<file path="config.mk">
export PLATFORM = sky130hd
export DESIGN_NAME = control_sequencer_flat
export DESIGN_NICKNAME = d
export VERILOG_FILES = /design/src/rtl/control_sequencer_if.sv /design/src/rtl/control_sequencer.sv /design/src/flat_wrapper.sv
export SDC_FILE = /design/constraint.sdc
export NUM_CORES = 1
export LEC_CHECK = 0
export ABC_AREA = 1
export BUFFER_PORTS_ARGS = -buffer_cell sky130_fd_sc_hd__buf_2
export CORE_MARGIN = 8
export CORE_UTILIZATION = 43
export CTS_BUF_LIST = sky130_fd_sc_hd__clkbuf_2 sky130_fd_sc_hd__clkbuf_4 sky130_fd_sc_hd__clkbuf_8
export DETAILED_ROUTE_END_ITERATION = 10
export PLACE_DENSITY = 0.95
export SETUP_SLACK_MARGIN = 0.05
export SLEW_MARGIN = 20
export SYNTH_ARGS = -nofsm -noshare
export SYNTH_HDL_FRONTEND = slang
export SYNTH_SLANG_ARGS = --single-unit
</file>
<file path="constraint.sdc">
create_clock -name clock -period 3.2 [get_ports clock]
set_input_delay 0.16 -clock clock [delete_from_list [all_inputs] [get_ports clock]]
set_output_delay 0.16 -clock clock [all_outputs]
set_load 0.005 [all_outputs]
</file>
<file path="src/rtl/control_sequencer_if.sv">
// control_sequencer_if: fetch handshake plus decoder/datapath bus of the control sequencer.
//
// Signals:
//   instr_valid, instr_in, instr_ready : instruction fetch valid/ready handshake
//   halt_req                           : stop at the next instruction boundary
//   dec_cw, dec_next_state             : control word and next micro-state from the decoder
//   instruction, state                 : instruction register and micro-state to the decoders
//   control_word                       : gated control word to the datapath
//   halted, fault                      : status (HALT state, sticky step-overrun fault)
//   retired_count, cycle_count         : performance counters (zero unless SEQ_PERF_EN)
//
// Modports: master = sequencer side, slave = environment (memory, decoders, datapath).
interface control_sequencer_if;
    logic        instr_valid;
    logic [31:0] instr_in;
    logic        instr_ready;
    logic        halt_req;
    logic [30:0] dec_cw;
    logic [1:0]  dec_next_state;
    logic [31:0] instruction;
    logic [1:0]  state;
    logic [30:0] control_word;
    logic        halted;
    logic        fault;
    logic [31:0] retired_count;
    logic [31:0] cycle_count;

    modport master (
        input  instr_valid, instr_in, halt_req, dec_cw, dec_next_state,
        output instr_ready, instruction, state, control_word, halted, fault,
               retired_count, cycle_count
    );

    modport slave (
        output instr_valid, instr_in, halt_req, dec_cw, dec_next_state,
        input  instr_ready, instruction, state, control_word, halted, fault,
               retired_count, cycle_count
    );
endinterface

</file>
<file path="src/rtl/control_sequencer.sv">
// control_sequencer: multi-cycle control sequencer ahead of the per-opcode decoders.
//
// Fetches an instruction over a valid/ready handshake, holds it in the instruction register,
// presents {instruction, state} to the decoders and forwards the decoder's control word to the
// datapath while stepping micro-states until the decoder returns next state 2'b00.
//
// Ports:
//   clock : system clock, rising edge
//   reset : asynchronous, active-high reset
//   bus   : control_sequencer_if.master (fetch handshake, decoder bus, status, counters)
//
// Parameters:
//   MAX_STEPS : EXECUTE cycles allowed per instruction before a fault (1..4)
//   FETCH_CW  : control word issued on the fetch-accept cycle (PC <- PC+4)
//
// Optional feature: define SEQ_PERF_EN to build the cycle and retired-instruction counters;
// otherwise both counter outputs are tied to zero and no counter flops exist.
module control_sequencer #(
    parameter int unsigned MAX_STEPS = 4,
    parameter logic [30:0] FETCH_CW  = 31'h20000000
) (
    input logic                 clock,
    input logic                 reset,
    control_sequencer_if.master bus
);

    typedef enum logic [1:0] {StFetch, StExecute, StHalt} fsm_e;

    localparam logic [2:0] MaxStep = 3'(MAX_STEPS);

    fsm_e        fsm_q;
    logic [31:0] instr_q;
    logic [1:0]  state_q;
    logic [2:0]  step_q;
    logic        fault_q;
    logic        halted_q;

    logic        retire;
    logic [30:0] cw;
    logic        ready;

    assign retire = (fsm_q == StExecute) && (bus.dec_next_state == 2'b00);

    // Handshake and control word depend on same-cycle inputs, so they stay combinational.
    // Reset gates them because the FSM already sits in FETCH while reset is held.
    always_comb begin
        ready = 1'b0;
        cw    = '0;
        if (!reset) begin
            unique case (fsm_q)
                StFetch: begin
                    if (!bus.halt_req) begin
                        ready = 1'b1;
                        if (bus.instr_valid) cw = FETCH_CW;
                    end
                end
                StExecute: cw = bus.dec_cw;
                default: ;
            endcase
        end
    end

    always_ff @(posedge clock or posedge reset) begin
        if (reset) begin
            fsm_q    <= StFetch;
            instr_q  <= '0;
            state_q  <= 2'b00;
            step_q   <= '0;
            fault_q  <= 1'b0;
            halted_q <= 1'b0;
        end else begin
            unique case (fsm_q)
                StFetch: begin
                    // halt_req wins over a pending instruction
                    if (bus.halt_req) begin
                        fsm_q    <= StHalt;
                        halted_q <= 1'b1;
                    end else if (bus.instr_valid) begin
                        instr_q <= bus.instr_in;
                        state_q <= 2'b00;
                        step_q  <= 3'd1;
                        fsm_q   <= StExecute;
                    end
                end
                StExecute: begin
                    if (bus.dec_next_state == 2'b00) begin
                        state_q <= 2'b00;
                        fsm_q   <= StFetch;
                    end else if (step_q == MaxStep) begin
                        // Step budget exhausted without retiring: abort, not counted as retired
                        fault_q  <= 1'b1;
                        halted_q <= 1'b1;
                        fsm_q    <= StHalt;
                    end else begin
                        state_q <= bus.dec_next_state;
                        step_q  <= step_q + 3'd1;
                    end
                end
                StHalt: ;
                default: fsm_q <= StFetch;
            endcase
        end
    end

    assign bus.instr_ready  = ready;
    assign bus.control_word = cw;
    assign bus.instruction  = instr_q;
    assign bus.state        = state_q;
    assign bus.halted       = halted_q;
    assign bus.fault        = fault_q;

`ifdef SEQ_PERF_EN
    logic [31:0] cycle_q;
    logic [31:0] retired_q;

    always_ff @(posedge clock or posedge reset) begin
        if (reset) begin
            cycle_q   <= '0;
            retired_q <= '0;
        end else begin
            if (fsm_q != StHalt) cycle_q <= cycle_q + 32'd1;
            if (retire) retired_q <= retired_q + 32'd1;
        end
    end

    assign bus.cycle_count   = cycle_q;
    assign bus.retired_count = retired_q;
`else
    logic unused_retire;
    assign unused_retire     = retire;
    assign bus.cycle_count   = '0;
    assign bus.retired_count = '0;
`endif

endmodule

</file>
<file path="src/flat_wrapper.sv">
// flat-port wrapper written by rule: the top's interface ports become plain ports
module control_sequencer_flat 
#(
    parameter int unsigned MAX_STEPS = 4,
    parameter logic [30:0] FETCH_CW  = 31'h20000000
)
  (clock, reset, bus_instr_valid, bus_instr_in, bus_halt_req, bus_dec_cw, bus_dec_next_state, bus_instr_ready, bus_instruction, bus_state, bus_control_word, bus_halted, bus_fault, bus_retired_count, bus_cycle_count);
  control_sequencer_if bus_i ();
  input logic clock;
  input logic reset;
  input wire logic [$bits(bus_i.instr_valid)-1:0] bus_instr_valid;
  input wire logic [$bits(bus_i.instr_in)-1:0] bus_instr_in;
  input wire logic [$bits(bus_i.halt_req)-1:0] bus_halt_req;
  input wire logic [$bits(bus_i.dec_cw)-1:0] bus_dec_cw;
  input wire logic [$bits(bus_i.dec_next_state)-1:0] bus_dec_next_state;
  output wire logic [$bits(bus_i.instr_ready)-1:0] bus_instr_ready;
  output wire logic [$bits(bus_i.instruction)-1:0] bus_instruction;
  output wire logic [$bits(bus_i.state)-1:0] bus_state;
  output wire logic [$bits(bus_i.control_word)-1:0] bus_control_word;
  output wire logic [$bits(bus_i.halted)-1:0] bus_halted;
  output wire logic [$bits(bus_i.fault)-1:0] bus_fault;
  output wire logic [$bits(bus_i.retired_count)-1:0] bus_retired_count;
  output wire logic [$bits(bus_i.cycle_count)-1:0] bus_cycle_count;
  assign bus_i.instr_valid = bus_instr_valid;
  assign bus_i.instr_in = bus_instr_in;
  assign bus_i.halt_req = bus_halt_req;
  assign bus_i.dec_cw = bus_dec_cw;
  assign bus_i.dec_next_state = bus_dec_next_state;
  assign bus_instr_ready = bus_i.instr_ready;
  assign bus_instruction = bus_i.instruction;
  assign bus_state = bus_i.state;
  assign bus_control_word = bus_i.control_word;
  assign bus_halted = bus_i.halted;
  assign bus_fault = bus_i.fault;
  assign bus_retired_count = bus_i.retired_count;
  assign bus_cycle_count = bus_i.cycle_count;
  control_sequencer #(.MAX_STEPS(MAX_STEPS), .FETCH_CW(FETCH_CW)) u_core (.clock(clock), .reset(reset), .bus(bus_i));
endmodule
</file>
Yosys cells after proc, flatten, opt, wreduce, memory -nomap -nowiden
Cells that the tools add are included.
Operators by class
  $add $sub $neg: 1
  equal/unequal tests: 12
  mux-type cells: 26
  bitwise gates (word level): 3
  reductions and logical operators: 9
Operators with widths (number)
  $mux W31: 2
  $pmux W31 S2: 1
  $mux W30: 1
  $mux W2: 8
  $mux W3: 4
  $ne A2 B2 Y1 const B: 6
  $ne A3 B3 Y1 const B: 3
  $reduce_and A3 Y1: 3
  $reduce_and A4 Y1: 2
  $mux W1: 6
  $pmux W2 S3: 1
  $pmux W3 S2: 1
  $reduce_and A5 Y1: 1
  $logic_not A2 Y1: 2
  $pmux W2 S2: 1
  $add A3 B1 Y3 const B: 1
  $eq A3 B3 Y1 const B: 1
  $not A1 Y1: 3
  $eq A2 B1 Y1 const B: 1
  $eq A2 B2 Y1 const B: 1
  $pmux W1 S2: 1
  $reduce_bool A2 Y1: 1
Storage, ports and cells
  flip-flop bits (word level): 41
  output and inout port bits: 132
  logic and storage cells: 57

Longest topological paths before layout
  word-level depth: 4
  depth in mapped cells: 8

Worst setup path before layout
No wires, ideal clock.
  path kind: input -> output
  start point: input reset
  end point: output bus_control_word[13]
  data arrival time: 1115 ps
  slack: 1925 ps
  stages on the path: 4
  path through: inv_1 > buf_2 > nand2_1 > nor2_1
Between the ends
  longest elaborated chain between the ends: 1
Ends and longest elaborated chain
  start: declaration: line flat_wrapper.sv:10  | input logic reset;
  $mux W31: line control_sequencer.sv:49  | if (!reset) begin
  end: declaration: line flat_wrapper.sv:19  | output wire logic [$bits(bus_i.control_word)-1:0] bus_control_word;
Every way passes these cells.

Final worst setup path
  start point: register u_core.fsm_q[1]
  end point: output bus_control_word[29]
Between the ends
  longest elaborated chain between the ends: 3
Ends and longest elaborated chain
  start: declaration: line control_sequencer.sv:31  | fsm_e fsm_q;
  start signal: assignment: line control_sequencer.sv:65  | fsm_q <= StFetch;
  start signal: assignment: line control_sequencer.sv:76  | fsm_q <= StHalt;
  start signal: assignment: line control_sequencer.sv:82  | fsm_q <= StExecute;
  $eq A2 B1 Y1 / $logic_not A2 Y1 (equally long branches): line control_sequencer.sv:50  | unique case (fsm_q)
  $pmux W31 S2 *: line control_sequencer.sv:50
  $mux W31 *: line control_sequencer.sv:49
Every way passes the cells marked *; elsewhere a longest branch is shown, timed or not.

==> results.md <==
| Group | Item | Reported |
|:---|:---|:---|
| clock tree | Total clock buffers created by CTS | 5 |
| global routing | Pin count of the biggest net entering global routing | 39 |
| clock tree | Clock slew at reported path FFs | 80 ps |
| synth | Count of cell types in the netlist | 21 |
| clock tree | CTS Buffer Depth | 2 |
| floorplanning | Height of the die | 91.7 um |
| timing | Transition time of the tightest slew-check pin | 586 ps |
| timing | Final setup vio count | 0 |
| clock tree | Clock Sink Count | 41 |
| clock tree | CTS root buffer | clkbuf_8 |
| floorplanning | Ports placed on the boundary | 201 |
| route | Total iterations of the first detailed-routing run | 4 |
| placement | Weighted congestion reported at the end of routability-driven placement | 0.878 |
| placement | HPWL after detailed placement | 5840 um |
| global routing | Overall fraction of global-route tracks in use | 0.158 |
| critical path | Slowest stage delay, CP | 380 ps |
| power and ir drop | Leakage power figure | 2.01 nW |
| layout | N_diodes | 0 |
| route | Overall via count from detail_route | 2249 |
| global routing | Initial antenna violation count | 0 |
| critical path | Data required time at the worst endpoint | 3040 ps |
| global routing | Overall overflow remaining after global route | 0 |
| synth | Register area share after synthesis | 0.416 |
| critical path | Critical path arrival | 1650 ps |
| clock tree | Number of buffers added for setup after CTS | 0 |
| layout | Leading cell types in the layout, fill and taps excluded | nand2_1 (146), buf_2 (136), conb_1 (64) |
| power and ir drop | Design Power | 934 uW |
| critical path | Max Fanout on Critical Path | 34 |
| critical path | Kind of critical path | flop to primary output |
| floorplanning | Placeable core area | 5540 um^2 |
| route | Remaining antenna violation count | 0 |
| global routing | Vias in the first global route | 2409 |
| layout | Most common cell after layout, fill and taps aside | nand2_1 |
| clock tree | Worst-Skew Late Latency | 280 ps |
| critical path | CP Capture Type | primary output |
| min path | Type of the worst min-delay path | input port to flop |
| clock tree | Total number of H-tree levels | 2 |
| timing | Total Negative Setup Slacks | 0 ps |
| synth | Cell count after synthesis | 332 |
| timing | Hold Vio Cnt, Final | 0 |
| timing | Max Freq | 553 MHz |
| synth | Number of synthesis warnings | 0 |
| route | Post-DR wirelength/cell | 13.0 um |
| layout | Fraction of final layout cells sized beyond drive strength 1 | 0.333 |
| floorplanning | Area of the die | 8410 um^2 |
| critical path | Sort of element at the start of the critical path | flop |
| timing | Relative max-transition margin | 0.608 |
| timing | Max Slew Vio Count | 0 |
| outcome | Run status | complete, no violations |
| power and ir drop | Power density of the placed cells | 310 nW/um^2 |
| synth | #FFs+latches synth | 41 |
| global routing | Global-route wire length before repair | 11100 um |
| run | Max-capacitance violation count | 0 |
| synth | Avg Synthesized Cell Area | 7.43 um^2 |
| route | DRC viols | 0 |
| floorplanning | Number of core rows | 27 |
| layout | Area grow syn2layout | 22.2% |
| clock tree | Clock tree from TritonCTS | yes |
| synth | Post-synthesis instance area | 2470 um^2 |
| timing | Worst clock skew | 4.15 ps |
| placement | Count of input and output buffers | 136 |
| critical path | Worst-path cell chain | inv_2 -> nand2_2 -> inv_1 -> nand2_1 -> a21oi_2 -> buf_2 |
| critical path | Standard cell with the maximum stage delay on the critical path | dfrtp_1 |
| power and ir drop | Worst-case vdd ir drop | 0.000211 V |
| layout | Net count of the finished layout | 535 |
| floorplanning | Starting density of the core | 0.445 |
| timing | Fin crit period | 1810 ps |
| route | Routed wire length | 7000 um |
| floorplanning | Horiz. Die Dim | 91.7 um |
| timing | Final period utilization | 0.566 |
| route | Routed vias/inst | 4.19 |
| timing | Setup repair after global routing missed its margin | false |
| route | Number of DRC violations after detailed-routing iteration 0 | 47 |
[report_power, final]
part           internal, mW  switching (mW)
logic                0.0350          0.0551
clock network         0.160           0.166
registers             0.518               0
[final cells by class]
cell class                      instances  area [um^2]
Tap cell                               72         90.1
Timing Repair Buffer                  138          698
Clock inverter                          2         10.0
Fill cell                             528         2530
Sequential cell                        41         1030
Multi-Input combinational cell        263         1050
Inverter                               15         58.8
Clock buffer                            6         76.3
[cells in the mapped netlist (all sizes together)]
cell type,number,area share
a21oi,1,0.0036
ha,2,0.010
dfrtp,41,0.42
conb,1,0.0015
o21ai,4,0.0081
inv,15,0.024
nand3,7,0.019
nand2,147,0.22
clkbuf,2,0.0030
buf,74,0.23
nor2,37,0.060
xor2,1,0.0036
[per-layer routing]
layer,wire [um],GRT usage,vias to the layer above,part of all wire
met4,91,0.0456,0,0.013
met2,3680,0.304,118,0.53
met1,2580,0.154,998,0.37
met3,652,0.0538,10,0.093
met5,0,0,-,0
li1,-,-,1123,-
[repair_timing]
| action | CTS | global route |
|---|---|---|
| hold buffers | 1 | 0 |
| endpoints found under the hold margin | 3 | 0 |
| resized for setup | 0 | 0 |
[worst max-delay path, delay by kind of cell (launching register included)]
kind / cells / cell delay, ps
compound gates: 1 / 140
buf+inv: 3 / 430
flops: 1 / 380
simple gates: 2 / 420
[state kept, by name, summed over array words and instances (netlist names)]
name and count:
u_core.bus.instruction 32, u_core.step_q 3, u_core.bus.state 2, u_core.fsm_q 2, u_core.bus.fault 1, u_core.bus.halted 1
[logic make-up after synthesis]
logic type               synth area share
buffers and inverters               0.253
other                             0.00152
flip-flops                          0.416
XOR/XNOR                          0.00355
adder cells (fa/ha/maj)            0.0101
AO/OA/AOI/OAI                      0.0117
AND/OR/NAND/NOR                     0.304
[through the flow]
stage	hold WS, ps	setup slack, ps	utilization	instance area [um^2]	std cells
CTS	53.2	1390	0.544	3010	537
global route	54.8	1250	0.544	3010	537
floorplan	270	1920	-	2700	395
finish	65.8	1390	0.544	3010	537
detailed placement	231	1600	0.526	2920	528
global placement	220	1660	0.526	2920	528
[final timing paths]
check	from	to	slack, ps	depth (start not counted)
setup / recovery	u_core.fsm_q[1]$_DFFE_PP0P_	bus_control_word[29]	1390	6
hold / removal	bus_instr_in[27]	u_core.bus.instruction[27]$_DFFE_PP0P_	70	3
setup reg to reg	u_core.fsm_q[0]$_DFFE_PP0P_	u_core.bus.instruction[11]$_DFFE_PP0P_	1610	7
hold reg to reg	u_core.bus.fault$_DFFE_PP0P_	u_core.bus.fault$_DFFE_PP0P_	480	2
max in group asynchronous	reset	u_core.bus.instruction[0]$_DFFE_PP0P_	1860	4
min in group asynchronous	reset	u_core.bus.halted$_DFFE_PP0P_	490	3
No activity file was read; power rests on OpenSTA's default activity.
